**src/rtl/axis_pkt_rr_arbiter.sv**
```systemverilog
`timescale 1ns/1ps
`default_nettype none
// ============================================================================
//  Module      : axis_pkt_rr_arbiter
//  Description : Packet-level round-robin arbiter sharing one AXI-Stream sink
//                between N_IN sources. A granted source owns the output for
//                exactly N_BEATS handshaken beats; packets carry no tlast.
//                One idle bubble separates consecutive packets.
//  Revision    : 1.0 - initial release
// ============================================================================
module axis_pkt_rr_arbiter #(
    parameter int N_IN    = 4,
    parameter int WORD_W  = 8,
    parameter int BUS_W   = 8,
    parameter int N_BEATS = 10,
    localparam int GNT_W  = $clog2(N_IN),
    localparam int CNT_W  = $clog2(N_BEATS + 1)
) (
    input  logic                    clk,
    input  logic                    rstn,
    input  logic [N_IN-1:0]         s_valid,
    output logic [N_IN-1:0]         s_ready,
    input  logic [N_IN*BUS_W-1:0]   s_data,
    output logic                    m_valid,
    input  logic                    m_ready,
    output logic [BUS_W-1:0]        m_data,
    output logic [GNT_W-1:0]        grant,
    output logic                    busy,
    output logic [CNT_W-1:0]        beat_cnt
);

    localparam int WORDS_PER_BEAT = BUS_W / WORD_W;

    typedef enum logic [0:0] {
        ST_IDLE = 1'b0,
        ST_LOCK = 1'b1
    } state_t;

    state_t             r_state;
    logic [GNT_W-1:0]   r_grant;
    logic [GNT_W-1:0]   r_last_grant;
    logic               r_busy;
    logic [CNT_W-1:0]   r_beat_cnt;

    logic               w_lock;
    logic               w_any_req;
    logic [GNT_W-1:0]   w_pick;
    logic               w_hs;
    logic               w_last_beat;
    logic               w_m_valid;
    logic [N_IN-1:0]    w_s_ready;
    logic [BUS_W-1:0]   w_m_data;

    // Index base+off folded into 0..N_IN-1; base < N_IN and off <= N_IN,
    // so a single conditional subtraction is enough (N_IN need not be 2^k).
    function automatic logic [GNT_W-1:0] f_wrap_add(input logic [GNT_W-1:0] base,
                                                   input int               off);
        int sum;
        sum = int'(base) + off;
        if (sum >= N_IN) begin
            sum = sum - N_IN;
        end
        return GNT_W'(sum);
    endfunction

    assign w_lock      = (r_state == ST_LOCK);
    assign w_hs        = w_lock && s_valid[r_grant] && m_ready;
    assign w_last_beat = (r_beat_cnt == CNT_W'(N_BEATS - 1));

    // Round-robin pick: scan from farthest to nearest so the nearest
    // requester after last_grant is the one left standing.
    always_comb begin
        w_any_req = 1'b0;
        w_pick    = '0;
        for (int k = N_IN; k >= 1; k--) begin
            if (s_valid[f_wrap_add(r_last_grant, k)]) begin
                w_any_req = 1'b1;
                w_pick    = f_wrap_add(r_last_grant, k);
            end
        end
    end

    // Zero-latency handshake pass-through for the locked owner only.
    always_comb begin
        w_m_valid = 1'b0;
        w_s_ready = '0;
        if (w_lock) begin
            w_m_valid          = s_valid[r_grant];
            w_s_ready[r_grant] = m_ready;
        end
    end

    // Data path is muxed word by word; idle forces the bus to zero.
    for (genvar gw = 0; gw < WORDS_PER_BEAT; gw++) begin : g_word
        assign w_m_data[gw*WORD_W +: WORD_W] =
            w_lock ? s_data[int'(r_grant)*BUS_W + gw*WORD_W +: WORD_W]
                   : {WORD_W{1'b0}};
    end

    // Packet lock FSM: arbitrate in IDLE, count handshakes in LOCK,
    // release after the last beat so the next grant sees one bubble.
    always_ff @(posedge clk or negedge rstn) begin
        if (!rstn) begin
            r_state      <= ST_IDLE;
            r_grant      <= '0;
            r_last_grant <= GNT_W'(N_IN - 1);
            r_busy       <= 1'b0;
            r_beat_cnt   <= '0;
        end else begin
            case (r_state)
                ST_IDLE: begin
                    if (w_any_req) begin
                        r_grant    <= w_pick;
                        r_busy     <= 1'b1;
                        r_beat_cnt <= '0;
                        r_state    <= ST_LOCK;
                    end
                end
                ST_LOCK: begin
                    if (w_hs) begin
                        if (w_last_beat) begin
                            r_last_grant <= r_grant;
                            r_busy       <= 1'b0;
                            r_beat_cnt   <= '0;
                            r_state      <= ST_IDLE;
                        end else begin
                            r_beat_cnt <= r_beat_cnt + CNT_W'(1);
                        end
                    end
                end
                default: begin
                    r_state <= ST_IDLE;
                end
            endcase
        end
    end

    assign m_valid  = w_m_valid;
    assign s_ready  = w_s_ready;
    assign m_data   = w_m_data;
    assign grant    = r_grant;
    assign busy     = r_busy;
    assign beat_cnt = r_beat_cnt;

endmodule
`default_nettype wire
```
**config.mk**
```make
export PLATFORM = sky130hd
export DESIGN_NAME = axis_pkt_rr_arbiter
export DESIGN_NICKNAME = d
export VERILOG_FILES = /design/src/rtl/axis_pkt_rr_arbiter.sv
export SDC_FILE = /design/constraint.sdc
export NUM_CORES = 1
export LEC_CHECK = 0
export CORE_MARGIN = 2
export CORE_UTILIZATION = 36
export CTS_CLUSTER_SIZE = 24
export DETAILED_ROUTE_END_ITERATION = 10
export PLACE_DENSITY_LB_ADDON = 0.3
export SETUP_SLACK_MARGIN = 0.3
export SYNTH_ARGS = -nofsm -noshare
export SYNTH_HDL_FRONTEND = slang
export SYNTH_SLANG_ARGS = --single-unit
export TNS_END_PERCENT = 50
```
**constraint.sdc**
```tcl
create_clock -name clk -period 1.64 [get_ports clk]
set_input_delay 0.164 -clock clk [delete_from_list [all_inputs] [get_ports clk]]
set_output_delay 0.164 -clock clk [all_outputs]
set_load 0.05 [all_outputs]
```
==> run_results.csv <==
group,metric,value,unit
run_status,status,"complete, but fails checks",
run_status,failed_checks,"setup timing",
yosys,synth.distinct_cells,35,
route,drt-initial-drc-count,18,
pwr,p_total,3.73,mW
floorplanning,die_w,53.9,µm
clock_network,root_buffer,"clkbuf_4",
timing,rsz0062_at_grt,"true",
yosys,synth_most_common_cell,"and2_1",
setup_path,required,1480,ps
yosys,synth_simple_gate_area_share,20.3,%
placed_design,io_buffers,58,
timing,fmax,0.567,GHz
timing,setup_violations,13,
clock_network,numCtsBuffers,3,
yosys,avgSynthCellArea,10.2,µm²
floorplanning,core_area,2410,µm²
yosys,synthTopCellsByCount,"9 x and2_1, 8 x dfrtp_1, 6 x inv_1, 6 x mux4_2",
timing,report.final.slew_viol_count,0,
flow_run,maxCapViolations,0,
yosys,yosysTopAreaCellShare,22.4,%
worst_hold_path,hp-class,"primary input to asynchronous set/reset pin",
setup_path,endpoint_kind,"output pin",
route,detail-route-antenna-nets,0,
clock_network,clk_pin_slew,70,ps
floorplanning,io_pins,59,
yosys,synth-adder-area-share,2.80,%
route,avgViaCountPerCell,5.16,
setup_path,worst_setup_path_start_kind,"flop",
setup_path,path_max_fanout,4,
yosys,muxShareOfSynthArea,26.9,%
yosys,yosys_warnings,0,
yosys,yosys.area.top_type,"dfrtp_1",
floorplanning,dieHeight,53.9,µm
yosys,synth_edf_count,0,
yosys,synth_top_family_by_area,"multiplexers",
yosys,ys_ff_latch,10,
setup_path,cp.arrival,1600,ps
pwr,p_leak,0.767,nW
clock_network,tritoncts,"built",
yosys,ys_seq_area_share,28.3,%
global_routing,grt_pass1_wl,4510,µm
clock_network,h-tree-depth,1,
yosys,ys.flop_type,"dfrtp_1",
global_routing,first_global_vias,1044,
global_routing,grt_usage,21.3,%
clock_network,cts_buffer_depth,2,
floorplanning,start_util,37.1,%
route,routed_wl,2950,µm
timing,finalCritPeriodShare,108,%
pwr,p_per_area,2040,nW/µm²
setup_path,path_class,"flop to output pin",
pwr,vdd_drop_max,0.00158,V
global_routing,gr-total-overflow,0,
floorplanning,num_rows,18,
clock_network,clock_latency,260,ps
yosys,synth_compound_area_share,13.7,%
global_routing,antenna_found_initial,0,
route,drc,0,
yosys,yosys-top-cells-area,"dfrtp_1 22%, mux4_2 15%, and2_1 6.3%, dfstp_2 5.9%, mux4_1 5.9%",
layout,area_growth,104,%
clock_network,hold_buffers,0,
route,post_drt_wl_per_cell,15.5,µm
timing,holdWs,203,ps
placed_design,gp_congestion,0.801,
layout,antenna-diode-count,0,
timing,tightestPinTransition,432,ps
timing,slew_headroom,71.1,%
timing,finalHoldViolations,0,
yosys,syn_nets,129,
timing,skew,9.23,ps
route,dr_total_vias,980,
layout,drive_above_1_share,46.9,%
placed_design,place_ws,-57.1,ps
yosys,netlist_area,895,µm²
placed_design,dp_hpwl,2150,µm
route,drt_pass1_iterations,4,
timing,setup_ws,-124,ps
timing,period_needed,1760,ps
yosys,ys_async_sr_fraction,100,%
yosys,synth_xor_area_share,0,%
yosys,synth_cells,88,
clock_network,clkSinkCount,10,
layout,fin_nets,202,
floorplanning,die_area,2900,µm²
global_routing,grt_max_degree,12,
==> sequential cells by signal, summed over array words and instances (netlist names) <==
name / cells
beat_cnt: 4
busy: 1
grant: 2
r_last_grant: 2
r_state: 1
==> through the flow <==
stage / cell area, µm² / instances / util (%) / setup TNS [ps]
floorplan: 957 / 88 / - / -72.8
global placement: 1650 / 182 / 68.3 / -4.12
detailed placement: 1650 / 182 / 68.3 / -133
CTS: 1810 / 190 / 75.0 / -1090
global route: 1830 / 190 / 75.8 / -2120
finish: 1830 / 190 / 75.8 / -1130
==> worst paths after layout <==
kind	from	end	slack (ps)	cells after the start
min in group clk	busy	busy	530	2
max	grant[0]	m_data[2]	-120	4
max in group asynchronous	rstn	r_last_grant[1]	1100	1
min reg2reg	busy	busy	530	2
min	rstn	beat_cnt[3]	200	1
max reg2reg	grant[0]	r_last_grant[1]	-40	6
==> layer usage <==
| metal | share of wire [%] | wire (µm) | vias up | GRT usage (%) |
|---|---|---|---|---|
| met4 | 0.61 | 18 | 0 | 3.85 |
| li1 | - | - | 471 | - |
| met5 | 0 | 0 | - | 0 |
| met1 | 35 | 1030 | 462 | 22.3 |
| met3 | 13 | 395 | 3 | 6.39 |
| met2 | 51 | 1500 | 44 | 41.5 |
==> critical path, stage by stage, from the launching register on <==
cell     delay, ps
dfrtp_2        390
buf_6          140
mux4_2         500
and2_4         160
buf_8          140
==> final cells by class <==
| class | count | area [µm²] |
|---|---|---|
| multi-input cells | 65 | 659 |
| clock buffers | 4 | 26.3 |
| well taps | 30 | 37.5 |
| flip-flops and latches | 10 | 255 |
| inverters | 6 | 22.5 |
| repair buffers | 75 | 826 |
| fillers | 163 | 583 |
==> what timing repair did <==
item | CTS | global route
setup endpoints to repair | 22 | 23
gates resized for setup | 31 | 5
buffers inserted | 4 | 0
pin swaps | 9 | 3
==> cells in the final DEF (no fill, tap or decap), types with 2 or more instances in the layout <==
cell type	count
clkdlybuf4s50_1	38
buf_4	18
mux4_2	8
and2_4	8
buf_12	8
buf_8	7
inv_1	6
dfrtp_1	6
nand3_1	5
nor2_4	5
nand2_1	4
buf_6	4
a21oi_1	3
o21ai_0	3
clkbuf_4	3
nand3b_1	2
mux2i_1	2
mux2_4	2
o22ai_1	2
ha_1	2
dfrtp_2	2
dfstp_2	2
==> cells by family (layout without fill, tap and decap cells) <==
kind of cell,Yosys count,count (layout)
mux,13,13
fa+ha+maj,2,2
simple gates,32,32
buf+inv,13,85
compound gates,18,18
flops,10,10
==> where the power goes <==
group	total [mW]	leakage [nW]	internal (mW)	switching [mW]
Sequential	0.542	0.110	0.379	0.163
Combinational	3.01	0.642	1.45	1.56
Clock	0.175	0.0150	0.0938	0.0811
Power figures use the tool's default switching activity.
